<file path="src/rtl/display_controller_if.sv">
// Valid/ready handshake carrying a signed result into the display controller.
interface display_controller_if #(
  parameter int WIDTH = 11
);
  logic             in_valid;
  logic             in_ready;
  logic [WIDTH-1:0] in_value;

  modport master (output in_valid, output in_value, input in_ready);
  modport slave  (input in_valid, input in_value, output in_ready);
endinterface

</file>
<file path="src/rtl/display_controller.sv">
// Converts a signed result to sign + three BCD digits (serial double-dabble)
// and commits them to registers feeding the seven-segment driver.
//
// state | meaning
// IDLE  | ready for a new value
// ABS   | take magnitude, latch sign and saturation flag
// CONV  | WIDTH shift-add-3 steps, one bit per clock
// LOAD  | commit display registers unless hold is high
module display_controller #(
  parameter int WIDTH = 11
) (
  input  logic                 clk,
  input  logic                 reset,
  display_controller_if.slave  bus,
  input  logic                 hold,
  output logic [3:0]           ones,
  output logic [3:0]           tens,
  output logic [3:0]           hundreds,
  output logic [4:0]           sign,
  output logic                 ovf,
  output logic                 busy,
  output logic                 upd
);

  localparam logic [1:0] IDLE = 2'd0;
  localparam logic [1:0] ABS  = 2'd1;
  localparam logic [1:0] CONV = 2'd2;
  localparam logic [1:0] LOAD = 2'd3;

  // Counter is sized for the largest legal WIDTH (16 shifts).
  localparam logic [4:0] LAST = 5'(WIDTH - 1);

  logic [1:0]       state_q;
  logic [WIDTH-1:0] shift_q;
  logic [11:0]      bcd_q;
  logic [4:0]       cnt_q;
  logic             neg_q;
  logic             sat_q;

  logic [11:0]      bcd_adj;
  logic [WIDTH-1:0] mag;
  logic             mag_big;

  // Handshake status is purely a function of the state.
  always_comb begin
    bus.in_ready = (state_q == IDLE);
    busy         = (state_q != IDLE);
  end

  // Add-3 correction per nibble and WIDTH-bit magnitude of the captured value.
  always_comb begin
    bcd_adj = bcd_q;
    if (bcd_q[3:0]  >= 4'd5) bcd_adj[3:0]  = bcd_q[3:0]  + 4'd3;
    if (bcd_q[7:4]  >= 4'd5) bcd_adj[7:4]  = bcd_q[7:4]  + 4'd3;
    if (bcd_q[11:8] >= 4'd5) bcd_adj[11:8] = bcd_q[11:8] + 4'd3;
    // Negation wraps in WIDTH bits, so the most negative input maps to 2^(WIDTH-1).
    mag = shift_q;
    if (shift_q[WIDTH-1]) mag = (~shift_q) + {{(WIDTH-1){1'b0}}, 1'b1};
    mag_big = ({{(32-WIDTH){1'b0}}, mag} > 32'd999);
  end

  // Sequencer and conversion datapath.
  always_ff @(posedge clk or negedge reset) begin
    if (!reset) begin
      state_q <= IDLE;
      shift_q <= '0;
      bcd_q   <= '0;
      cnt_q   <= '0;
      neg_q   <= 1'b0;
      sat_q   <= 1'b0;
    end else begin
      case (state_q)
        IDLE: begin
          if (bus.in_valid) begin
            shift_q <= bus.in_value;
            state_q <= ABS;
          end
        end
        ABS: begin
          neg_q   <= shift_q[WIDTH-1];
          shift_q <= mag;
          sat_q   <= mag_big;
          bcd_q   <= '0;
          cnt_q   <= '0;
          state_q <= CONV;
        end
        CONV: begin
          // Runs full length even when saturated so latency never varies.
          bcd_q   <= {bcd_adj[10:0], shift_q[WIDTH-1]};
          shift_q <= {shift_q[WIDTH-2:0], 1'b0};
          cnt_q   <= cnt_q + 5'd1;
          if (cnt_q == LAST) state_q <= LOAD;
        end
        default: begin
          if (!hold) state_q <= IDLE;
        end
      endcase
    end
  end

  // Display registers change only on a LOAD commit; upd flags the cycle after.
  always_ff @(posedge clk or negedge reset) begin
    if (!reset) begin
      ones     <= '0;
      tens     <= '0;
      hundreds <= '0;
      sign     <= '0;
      ovf      <= 1'b0;
      upd      <= 1'b0;
    end else begin
      upd <= 1'b0;
      if (state_q == LOAD && !hold) begin
        upd  <= 1'b1;
        sign <= {4'd0, neg_q};
        ovf  <= sat_q;
        if (sat_q) begin
          ones     <= 4'd9;
          tens     <= 4'd9;
          hundreds <= 4'd9;
        end else begin
          ones     <= bcd_q[3:0];
          tens     <= bcd_q[7:4];
          hundreds <= bcd_q[11:8];
        end
      end
    end
  end

endmodule

</file>
<file path="src/flat_wrapper.sv">
// flat-port wrapper written by rule: the top's interface ports become plain ports
module display_controller_flat 
#(
  parameter int WIDTH = 11
)
  (clk, reset, hold, ones, tens, hundreds, sign, ovf, busy, upd, bus_in_valid, bus_in_value, bus_in_ready);
  display_controller_if #(.WIDTH(WIDTH)) bus_i ();
  input  logic clk;
  input  logic reset;
  input  logic hold;
  output logic [3:0] ones;
  output logic [3:0] tens;
  output logic [3:0] hundreds;
  output logic [4:0] sign;
  output logic ovf;
  output logic busy;
  output logic upd;
  input wire logic [$bits(bus_i.in_valid)-1:0] bus_in_valid;
  input wire logic [$bits(bus_i.in_value)-1:0] bus_in_value;
  output wire logic [$bits(bus_i.in_ready)-1:0] bus_in_ready;
  assign bus_i.in_valid = bus_in_valid;
  assign bus_i.in_value = bus_in_value;
  assign bus_in_ready = bus_i.in_ready;
  display_controller #(.WIDTH(WIDTH)) u_core (.clk(clk), .reset(reset), .bus(bus_i), .hold(hold), .ones(ones), .tens(tens), .hundreds(hundreds), .sign(sign), .ovf(ovf), .busy(busy), .upd(upd));
endmodule
</file>
<file path="config.mk">
export PLATFORM = sky130hd
export DESIGN_NAME = display_controller_flat
export DESIGN_NICKNAME = d
export VERILOG_FILES = /design/src/rtl/display_controller_if.sv /design/src/rtl/display_controller.sv /design/src/flat_wrapper.sv
export SDC_FILE = /design/constraint.sdc
export NUM_CORES = 1
export LEC_CHECK = 0
export CORE_MARGIN = 4
export CORE_UTILIZATION = 40
export DETAILED_ROUTE_END_ITERATION = 8
export PLACE_DENSITY_LB_ADDON = 0.2
export SETUP_SLACK_MARGIN = 0.3
export SYNTH_ARGS = -nofsm -noshare
export SYNTH_HDL_FRONTEND = slang
export SYNTH_SLANG_ARGS = --single-unit
</file>
<file path="constraint.sdc">
create_clock -name clk -period 1.8 [get_ports clk]
set_input_delay 0.45 -clock clk [delete_from_list [all_inputs] [get_ports clk]]
set_output_delay 0.45 -clock clk [all_outputs]
set_load 0.05 [all_outputs]
</file>
== Word-level counts from Yosys, hierarchy flattened ==
Cells that the tools add are included.

* Muxes and demuxes: 16
* Bitwise gates (word level): 1
* Magnitude comparators: 4
* Eq/ne operators: 7
* Reductions and logical operators: 8
* Add/subtract/negate cells: 5

{| class="wikitable"
|+ Operators with widths
! operator !! number
|-
| 11-bit one-hot mux with 3 select lines || 1
|-
| 12-bit one-hot mux with 2 select lines || 1
|-
| 11-bit 2-to-1 mux || 2
|-
| 4-bit 2-to-1 mux || 5
|-
| 4-bit by 3-bit >= comparator with 1-bit output (second input constant) || 3
|-
| 11-bit by 1-bit adder with 11-bit output (second input constant) || 1
|-
| 11-bit by 10-bit greater-than comparator with 1-bit output (second input constant) || 1
|-
| 11-bit NOT || 1
|-
| 5-bit one-hot mux with 2 select lines || 1
|-
| 4-bit by 2-bit adder with 4-bit output (second input constant) || 2
|-
| 2-bit 2-to-1 mux || 3
|-
| 2-bit one-hot mux with 3 select lines || 1
|-
| 5-bit by 1-bit adder with 5-bit output (second input constant) || 1
|-
| 5-bit by 4-bit equality test with 1-bit output (second input constant) || 1
|-
| 2-bit equality test (second input constant) || 2
|-
| 4-bit by 1-bit != test with 1-bit output (second input constant) || 1
|-
| 2-bit nonzero test || 2
|-
| 3-bit by 2-bit adder with 3-bit output (second input constant) || 1
|-
| 3-bit 2-to-1 mux || 1
|-
| 3-bit AND reduction || 1
|-
| 3-bit nonzero test || 1
|-
| 2-bit by 1-bit equality test with 1-bit output (second input constant) || 1
|-
| 2-bit logical NOT || 1
|-
| 2-bit by 1-bit != test with 1-bit output (second input constant) || 1
|-
| 5 further kinds || 5
|}

* Flip-flop bits (word level): 47
* Word-level logic and storage cells: 53

== Depth between registers and ports, before layout ==
Gate-level depths: netlist (run 1).

* Depth after elaboration: 4
* Depth in mapped cells: 8
* Gate-level depth less buffers: 7

== Worst setup path before layout (run 1) ==
No wires, ideal clock.

* Path kind: reg2reg
* Start point: register u_core.state_q[0]
* End point: register u_core.shift_q[1]
* Slack: -415 ps
* Setup time: 135 ps
* Arrival: 2081 ps
* Stages on the path, launching flop included: 9
* Buffers on the path: 1
* Cell sequence: dfrtp_1 > inv_1 > ha_1 > inv_1 > nor2_1 > or2_2 > clkbuf_1 > o21ai_0 > o21ai_0

* Cells in the longest elaborated chain, start to end: 3
* Elaborated cells on any way between the ends: 7
* Those cells by class: 3 x eq/ne; 1 x mux; 3 x reduce/logical

{| class="wikitable"
|+ RTL lines
! item !! line !! RTL
|-
| start, declared || display_controller.sv:33 || <nowiki>logic [1:0] state_q;</nowiki>
|-
| start signal, assigned || display_controller.sv:65 || <nowiki>state_q <= IDLE;</nowiki>
|-
| start signal, assigned || display_controller.sv:76 || <nowiki>state_q <= ABS;</nowiki>
|-
| start signal, assigned || display_controller.sv:85 || <nowiki>state_q <= CONV;</nowiki>
|-
| 2-bit logical NOT (*) || - ||
|-
| named net bus_in_ready || flat_wrapper.sv:20 || <nowiki>output wire logic [$bits(bus_i.in_ready)-1:0] bus_in_ready;</nowiki>
|-
| 2-bit != test (no line) / 3-bit nonzero test (equally long branches) || - ||
|-
| 2-bit AND reduction (no line) || - ||
|-
| end signal, assigned || display_controller.sv:75 || <nowiki>shift_q <= bus.in_value;</nowiki>
|-
| end signal, assigned || display_controller.sv:81 || <nowiki>shift_q <= mag;</nowiki>
|-
| end signal, assigned || display_controller.sv:90 || <nowiki>shift_q <= {shift_q[WIDTH-2:0], 1'b0};</nowiki>
|-
| end, declared || display_controller.sv:34 || <nowiki>logic [WIDTH-1:0] shift_q;</nowiki>
|}

Mark *: on every way through the listed nets, which the timed path passes. The rest lies on a longest branch.
A chain may end at the register's enable or synchronous reset.

== Worst setup path after layout (run 1) ==
* Start point: register u_core.shift_q[1]
* End point: register u_core.sat_q

* Cells in the longest elaborated chain, start to end: 4

{| class="wikitable"
|+ RTL lines
! item !! line !! RTL
|-
| 11-bit NOT || display_controller.sv:58 || <nowiki>if (shift_q[WIDTH-1]) mag = (~shift_q) + {{(WIDTH-1){1'b0}}, 1'b1};</nowiki>
|-
| 11-bit by 1-bit adder with 11-bit output || display_controller.sv:58 ||
|-
| 11-bit 2-to-1 mux (*) || display_controller.sv:58 ||
|-
| 11-bit by 10-bit greater-than comparator with 1-bit output (*) || display_controller.sv:59 || <nowiki>mag_big = ({{(32-WIDTH){1'b0}}, mag} > 32'd999);</nowiki>
|-
| end signal, assigned || display_controller.sv:82 || <nowiki>sat_q <= mag_big;</nowiki>
|-
| end, declared || display_controller.sv:38 || <nowiki>logic sat_q;</nowiki>
|}

Every way passes the cells marked *; elsewhere a longest branch is shown, timed or not.

==> results of run 1 <==
==> where the power goes <==
part	total, mW	switching [mW]	internal (mW)
clock network	0.702	0.413	0.289
logic	4.75	2.58	2.16
registers	1.63	0.278	1.35
==> worst paths after layout <==
kind,to,slack (ns)
max reg2reg,u_core.sat_q,-0.05
min,u_core.cnt_q[2],0.07
max,u_core.sat_q,-0.05
min reg2reg,u_core.tens[0],0.48
max in group asynchronous,u_core.bcd_q[4],1.21
min in group clk,u_core.tens[0],0.48
==> worst max-delay path: cells and delay by family, from the launching register on <==
family           cells  cell delay, ns
flip-flops           1            0.39
AO/OA/AOI/OAI        3            0.61
AND/OR/NAND/NOR      2            0.77
==> layer usage <==
layer | global-route usage, % | wire length [um] | vias up
met2 | 24.9 | 3260 | 70
met1 | 25.2 | 3360 | 1204
met5 | 0 | 0 | -
met4 | 4.09 | 93 | 0
li1 | - | - | 1181
met3 | 2.59 | 396 | 8
==> flip-flops by register name (all words and copies together), names as in the netlist, 2 cells and up <==
register,count
u_core.hundreds,4
u_core.ones,4
u_core.cnt_q,5
u_core.state_q,2
u_core.tens,4
u_core.shift_q,11
u_core.bcd_q,12
==> layout make-up <==
type,count,share of cell area (%)
multi-input combinational,213,42.5
inverter,22,2.33
timing repair buffer,76,19.2
tap,77,2.53
clock inverter,3,0.722
sequential,47,30.9
clock buffer,5,1.81
==> layout by cell type (no fill, tap or decap), types with 3 or more instances in the layout <==
cell type	instances
dfrtp_1	46
buf_4	43
nand2_1	27
o21ai_0	22
o21ai_1	16
inv_1	15
nor2_1	15
clkdlybuf4s50_1	13
buf_6	12
nand2b_1	11
a21oi_1	11
ha_1	8
nand3_1	7
o22ai_1	6
a22o_1	6
a222oi_1	6
inv_2	5
ha_4	5
clkbuf_8	5
buf_12	5
xnor2_1	4
o31ai_1	4
conb_1	4
nand2b_4	3
a21oi_4	3
or3_4	3
nor3_1	3
or2_4	3
a221oi_2	3
==> synthesized netlist by cell type, drive strengths merged, types with 2 or more instances <==
master,number
nand3,7
a22o,6
a221oi,5
o31ai,5
a21o,2
a21oi,16
o22ai,7
o21ai,41
and2,2
buf,7
a222oi,6
nor3,6
or3,3
inv,22
xor2,2
nand2b,14
mux2,3
nor2,17
o32ai,2
dfrtp,47
nand4,2
ha,14
clkbuf,15
mux2i,2
xnor2,4
nand2,30
==> stage by stage <==
| stage | hold slack, ns | setup TNS [ns] | setup slack, ns |
|---|---|---|---|
| finish | 0.0654 | -0.111 | -0.0527 |
| global route | 0.0826 | -0.511 | -0.170 |
| CTS | 0.0708 | -0.0739 | -0.0362 |
| detailed placement | 0.405 | -0.187 | -0.0857 |
| global placement | 0.406 | -0.0839 | -0.0654 |
| floorplan | 0.154 | -0.225 | -0.0819 |
==> logic make-up (layout without fill, tap and decap cells) <==
kind of cell / Yosys count / count (layout) / synth area share [%]
AND/OR/NAND/NOR: 84 / 87 / 14.8
multiplexers: 5 / 5 / 2.01
AO/OA/AOI/OAI: 97 / 97 / 23.6
buffers and inverters: 44 / 106 / 7.06
flip-flops: 47 / 47 / 43.9
XOR/XNOR: 6 / 6 / 1.96
adder cells (fa/ha/maj): 14 / 14 / 6.54
other: 1 / 4 / 0.140
==> repair_timing <==
action,in CTS,in global routing
gates resized for setup,33,43
setup endpoints to repair,22,34
cloned,2,3
pin swaps,13,12
buffers inserted,10,10
==> impl_metrics.toml, run 1 <==
[final_layout]
fill_cells = 540
syn2layout_area_growth_pct = 42.3
seq_area_um2 = 1180
final_cells = 443
multi_input_area_um2 = 1620
utilization_pct = 59.3
diodes = 0
nNetsFinal = 394
final_area_um2 = 3810
drive_gt1_share_pct = 34.4

[yosys]
async_reset_ff_share_pct = 100
ys_warn_count = 0
postSynthAreaPerCell_um2 = 8.99
synth_edf_count = 0
synth_cell_types = 42
synth_area_um2 = 2680
synth.top_cell.area_share_pct = 43.9
synth_seq_area_share_pct = 43.9
yosysTopAreaCell = "dfrtp_1"
ys.flop_type = "dfrtp_1"
synth_area_leaders = "dfrtp_1, o21ai_0, ha_1, nand2_1, nand2b_1"
synthCells = 298
ys_ff_latch = 47

[routing]
via_count = 2463
drtIter0Drc = 153
avgRoutedWirePerCell_um = 16.1
avgViaCountPerCell = 5.56
ant_nets = 0
drc_errors = 0
dr.pass1.iters = 5
wl_um = 7110

[critical_path]
worstPathRequired_ns = 2.01
path_max_fanout = 4
worstSetupStartpointType = "register"
worstRegToRegCells = 5
rr_startpoint = "u_core.shift_q[1]"
critPathMaxStageDelay_ns = 0.42
critPathCaptureType = "register"
critPathMostFrequentCell = "or3_4"
crit_chain = "or3_4 -> or3_4 -> a221oi_1 -> a21oi_1 -> o31ai_1"
crit_path_start = "u_core.shift_q[1]"
crit_arrival_ns = 2.06
slowest_stage = "or3_4"
criticalPathCategory = "reg2reg"

[clock_network]
cts.clk_slew.worst_paths_ns = 0.10
cts_sinks = 47
cts_tree = "yes"
cts_buffer_depth = 2
cts-root-buf = "clkbuf_8"
ctsHoldBuffers = 0
htreeDepth = 2
clk_latency_ns = 0.30
cts_made_buffers = 5

[sta]
fin_skew_ns = 0.00671
timing.fmax_mhz = 540
rsz0062_at_grt = "yes"
maxSlewViolCount = 0
fin_ws_ns = -0.0527
final.period_utilization_pct = 103
hold_viol = 0
period_needed_ns = 1.85
finalSetupViolCount = 4

[global_routing]
grt_antenna_before_repair = 0
grt_pass1_vias = 2299
track_usage_pct = 16.7
grt_max_degree = 33
grt_overflow_total = 0
grt_pass1_wl_um = 11400

[power]
ir_worst_vdd_mv = 1.38
p_per_area_nw_per_um2 = 1860
p_total_mw = 7.08
leakage_nw = 1.69

[place]
dp.cells = 410
io_buffer_count = 31
gp_congestion = 0.796
post_dp_cell_area_um2 = 3180
post-dp-hpwl_um = 4370

[run_status]
status = "finished, violations left"
violations = "negative setup slack"

[floorplan]
placeableCoreArea_um2 = 6420
dieArea_um2 = 8070
num_io_pins = 36
fp-row-count = 29
initial_core_util_pct = 41.7
die_height_um = 89.8
die_w_um = 89.8

[min_path]
hp-class = "in2async"

[flow_run]
cap_viol_max_count = 0
Note: power is estimated with default switching activity, not from simulation.
==> run 2: changes to the inputs <==
--- a/config.mk
+++ b/config.mk
@@ -5,11 +5,14 @@
 export SDC_FILE = /design/constraint.sdc
 export NUM_CORES = 1
 export LEC_CHECK = 0
+export ABC_CLOCK_PERIOD_IN_PS = 1800
 export CORE_MARGIN = 4
 export CORE_UTILIZATION = 40
+export CTS_CLUSTER_SIZE = 25
 export DETAILED_ROUTE_END_ITERATION = 8
 export PLACE_DENSITY_LB_ADDON = 0.2
 export SETUP_SLACK_MARGIN = 0.3
 export SYNTH_ARGS = -nofsm -noshare
 export SYNTH_HDL_FRONTEND = slang
 export SYNTH_SLANG_ARGS = --single-unit
+export TNS_END_PERCENT = 5
==> run 2 against run 1 <==
  * The run still ends with negative setup slack left
  * Combinational power fell by 23%
  * Wire length down 12%
  * Die area unchanged
  * Via count fell by 7.4%
  * Power down 12%
  * Worst hold slack gained 0.058 ns
  * Count of clock-buffer cells in the layout increased by 1
  * Core utilization decreased by 5.7 points
  * First-iteration DRC count grew 20%
  * Clock power increased by 30%
==> impl_metrics.toml, run 2 (synthesis gave the netlist of run 1 again) <==
[critical_path]
path_max_fanout = 5
rr_startpoint = "u_core.shift_q[6]"
r2r_slack_ns = -0.07
critPathMaxStageDelay_ns = 0.57
timing.rr.end = "u_core.shift_q[9]"
crit_arrival_ns = 2.05
critPathCaptureType = "register"
worstRegToRegCells = 5
worstPathRequired_ns = 1.98
criticalPathCategory = "reg2reg"
crit_chain = "or4_4 -> o41ai_4 -> xnor2_1 -> a222oi_1 -> o21ai_1"
worstSetupStartpointType = "register"
slowest_stage = "or4_4"

[final_layout]
final_area_um2 = 3440
layout_commonest_cell = "dfrtp_1"
syn2layout_area_growth_pct = 28.6
largest_registers = "u_core.bcd_q (12), u_core.shift_q (11), u_core.cnt_q (5)"
diodes = 0
utilization_pct = 53.6
drive_gt1_share_pct = 23.8
final_cell_mix = "dfrtp_1, buf_4, o21ai_0"
top_register = "u_core.bcd_q"
largest_reg_flops = 12
final_cells = 421
nNetsFinal = 372

[place]
post-dp-hpwl_um = 4320
gp_congestion = 0.839
dp.cells = 413
dp_slack_ns = -0.112
io_buffer_count = 31
post_dp_cell_area_um2 = 3200

[clock_network]
cts_made_buffers = 5
cts-root-buf = "clkbuf_8"
post-cts-setup-buffers = 0
cts_buffer_depth = 2
cts.clk_slew.worst_paths_ns = 0.09
cts_sinks = 47
cts_tree = "yes"
clk_latency_ns = 0.29
htreeDepth = 2

[power]
ir_worst_vdd_mv = 1.70
leakage_nw = 1.53
p_per_area_nw_per_um2 = 1810
p_total_mw = 6.23

[floorplan]
die_w_um = 89.8
dieArea_um2 = 8070
initial_core_util_pct = 41.7
fp-row-count = 29
die_height_um = 89.8
placeableCoreArea_um2 = 6420
num_io_pins = 36

[global_routing]
grt_overflow_total = 0
track_usage_pct = 16.2
grt_pass1_vias = 2277
grt_pass1_wl_um = 10800
grt_max_degree = 48
grt_antenna_before_repair = 0

[sta]
worst_pin_slew_ns = 0.538
hold_viol = 0
whs_ns = 0.123
final.period_utilization_pct = 104
fin_ws_ns = -0.0702
timing.fmax_mhz = 535
fin_skew_ns = 0.00829
tns_ns = -0.189
finalSetupViolCount = 5
slew_headroom_pct = 64.1
period_needed_ns = 1.87
rsz0062_at_grt = "yes"
maxSlewViolCount = 0

[min_path]
hp-class = "in2async"

[routing]
wl_um = 6280
drtIter0Drc = 183
avgViaCountPerCell = 5.42
ant_nets = 0
avgRoutedWirePerCell_um = 14.9
dr.pass1.iters = 5
drc_errors = 0
via_count = 2280

[run_status]
status = "finished, violations left"
violations = "negative setup slack"

[flow_run]
cap_viol_max_count = 0
==> run 2: final cells by class <==
class,count,area [um^2]
fill,608,2980
multi-input combinational,210,1440
sequential,47,1180
timing repair buffer,57,515
tap,77,96.3
inverter,22,86.3
clock buffer,6,72.6
clock inverter,2,60.1
==> run 2: repair_timing <==
action | CTS | global route
pin swaps | 2 | 4
hold buffers | 0 | 0
gates resized for setup | 18 | 16
endpoints found under the hold margin | 0 | 0
setup endpoints to repair | 25 | 39
==> run 2: how the worst max path moves through the flow <==
stage                            startpoint                end  slack, ns  cells after the start
after floorplan           u_core.shift_q[4]  u_core.shift_q[9]      -0.08                      6
after global placement    u_core.shift_q[6]  u_core.shift_q[9]      -0.05                      5
after CTS                 u_core.shift_q[6]       u_core.sat_q      -0.07                      5
final                     u_core.shift_q[6]  u_core.shift_q[9]      -0.07                      5
after global routing      u_core.shift_q[4]  u_core.shift_q[9]      -0.16                      5
after detailed placement  u_core.shift_q[1]       u_core.sat_q      -0.11                      5
==> run 2: worst max-delay path: cells and delay by family (launching register included) <==
kind / cells / cell delay [ns]
AOI/OAI and AO/OA: 3 / 0.64
and+or+nand+nor: 1 / 0.57
DFF: 1 / 0.41
xor gates and xnor gates: 1 / 0.13
==> run 2: power breakdown <==
group | switching (mW) | total [mW] | internal [mW]
sequential | 0.304 | 1.66 | 1.35
combinational | 2.13 | 3.66 | 1.54
clock | 0.355 | 0.910 | 0.555
==> run 2: metal layers <==
layer | track usage [%] | vias to the layer above | wire length [um]
li1 | - | 1140 | -
met1 | 23.1 | 1074 | 3070
met2 | 24.1 | 60 | 2790
met3 | 3.51 | 6 | 335
met4 | 6.00 | 0 | 94
met5 | 0 | - | 0
==> run 3: changes to the inputs <==
--- a/config.mk
+++ b/config.mk
@@ -6,7 +6,7 @@
 export NUM_CORES = 1
 export LEC_CHECK = 0
 export ABC_CLOCK_PERIOD_IN_PS = 1800
-export CORE_MARGIN = 4
+export CORE_MARGIN = 5
 export CORE_UTILIZATION = 40
 export CTS_CLUSTER_SIZE = 25
 export DETAILED_ROUTE_END_ITERATION = 8
==> run 3 against run 2 <==
  * The run still ends with negative setup slack left
  * Count of clock-buffer cells in the layout is 1 lower
  * First-iteration DRC count is 9.3% lower
  * Global-route usage is 1.1 points lower
  * Non-clock buffer count stayed put
  * Power is 6.0% lower
  * Via count is 0.66% lower
  * Clock power is 24% lower
  * Wire length is 1.7% lower
  * Sequential cell count stayed put
  * Largest cell class unchanged
  * Highest routed layer unchanged
==> impl_metrics.toml, run 3 (synthesis gave the netlist of run 1 again) <==
[routing]
ant_nets = 0
avgRoutedWirePerCell_um = 14.7
wl_um = 6180
drc_errors = 0
drtIter0Drc = 166
via_count = 2265
dr.pass1.iters = 6
avgViaCountPerCell = 5.38

[sta]
hold_viol = 0
final.period_utilization_pct = 104
fin_skew_ns = 0.00526
worst_pin_slew_ns = 0.581
period_needed_ns = 1.88
tns_ns = -0.134
fin_ws_ns = -0.0767
timing.fmax_mhz = 533
finalSetupViolCount = 4
slew_headroom_pct = 61.3
rsz0062_at_grt = "yes"
maxSlewViolCount = 0

[clock_network]
post-cts-setup-buffers = 0
cts_made_buffers = 5
cts_sinks = 47
cts-root-buf = "clkbuf_8"
cts_tree = "yes"
htreeDepth = 2
cts.clk_slew.worst_paths_ns = 0.10
cts_buffer_depth = 2
clk_latency_ns = 0.31

[final_layout]
final_cells = 421
nNetsFinal = 372
drive_gt1_share_pct = 23.5
layout_commonest_cell = "dfrtp_1"
top_register = "u_core.bcd_q"
final_cell_mix = "dfrtp_1, buf_4, o21ai_0"
largest_reg_flops = 12
largest_registers = "u_core.bcd_q (12), u_core.shift_q (11), u_core.cnt_q (5)"
syn2layout_area_growth_pct = 26.2
diodes = 0

[place]
dp.cells = 413
dp_slack_ns = -0.147
gp_congestion = 0.840
post-dp-hpwl_um = 4320
io_buffer_count = 31

[floorplan]
placeableCoreArea_um2 = 6420
fp-row-count = 29
dieArea_um2 = 8430
die_w_um = 91.8
num_io_pins = 36
initial_core_util_pct = 41.7
die_height_um = 91.8

[flow_run]
cap_viol_max_count = 0

[critical_path]
worstPathRequired_ns = 2.01
slowest_stage = "or4_4"
critPathMaxStageDelay_ns = 0.58
criticalPathCategory = "reg2reg"
worstSetupStartpointType = "register"
crit_arrival_ns = 2.09
path_max_fanout = 5
crit_chain = "or4_4 -> o41ai_4 -> xnor2_1 -> o2111ai_1 -> o31ai_1"
r2r_slack_ns = -0.08
critPathCaptureType = "register"

[global_routing]
track_usage_pct = 15.0
grt_pass1_wl_um = 10500
grt_antenna_before_repair = 0
grt_max_degree = 48
grt_overflow_total = 0
grt_pass1_vias = 2148

[power]
leakage_nw = 1.50
p_total_mw = 5.86
p_per_area_nw_per_um2 = 1730
ir_worst_vdd_mv = 1.25

[min_path]
hp-class = "in2async"

[run_status]
violations = "negative setup slack"
status = "finished, violations left"
## run 3: cell count changes in the layout (fill, tap and decap cells not counted), sizes merged
cell,change
clkinvlp,+1
bufinv,-2
clkbuf,-1
inv,+2
## run 3: stage by stage
stage          hold slack, ns  instance area (um^2)  utilization (%)
6_report                0.101                  3380             52.6
5_1_grt                 0.119                  3380             52.6
4_1_cts                 0.106                  3360             52.3
3_5_place_dp            0.457                  3210             50.0
3_3_place_gp            0.457                  3210             50.0
2_1_floorplan           0.154                  2710                -
## run 3: area by class of cell
class	instances	area, um^2
Clock buffer	5	68.8
Sequential cell	47	1180
Clock inverter	3	27.5
Tap cell	77	96.3
Inverter	22	86.3
Multi-Input combinational cell	210	1420
Timing Repair Buffer	57	508
Fill cell	596	3040
## run 3: timing repair
| action | 4_1_cts | 5_1_grt |
|---|---|---|
| pin swaps | 4 | 5 |
| hold buffers | 0 | 0 |
| endpoints found under the setup margin | 21 | 25 |
| gates resized for setup | 13 | 10 |
## run 3: metal layers
metal  share of wire (%)  global-route usage, %  vias to the layer above
li1                    -                      -                     1133
met3                 5.6                   2.86                       10
met1                  49                   21.5                     1068
met4                 1.7                   5.45                        0
met5                   0                      0                        -
met2                  43                   22.7                       54
## run 3: worst paths after layout
path / start / end / cells after the start
max in group asynchronous: reset / u_core.shift_q[3] / 2
min: reset / u_core.tens[0] / 2
min reg2reg: u_core.ones[3] / u_core.ones[3] / 2
max reg2reg: u_core.shift_q[4] / u_core.sat_q / 5
min in group clk: u_core.ones[3] / u_core.ones[3] / 2
max: u_core.shift_q[4] / u_core.sat_q / 5
## run 3: worst max-delay path: cells and delay by family (launching register included)
family                    cells  cell delay [ns]
AOI/OAI and AO/OA             3             0.65
xor gates and xnor gates      1             0.18
DFF                           1             0.38
and+or+nand+nor               1             0.58
## run 3: report_power, final
group	internal (mW)	leakage, nW	switching (mW)
clock	0.288	0.0467	0.404
sequential	1.35	0.632	0.306
combinational	1.45	0.824	2.06
total	3.09	1.50	2.76
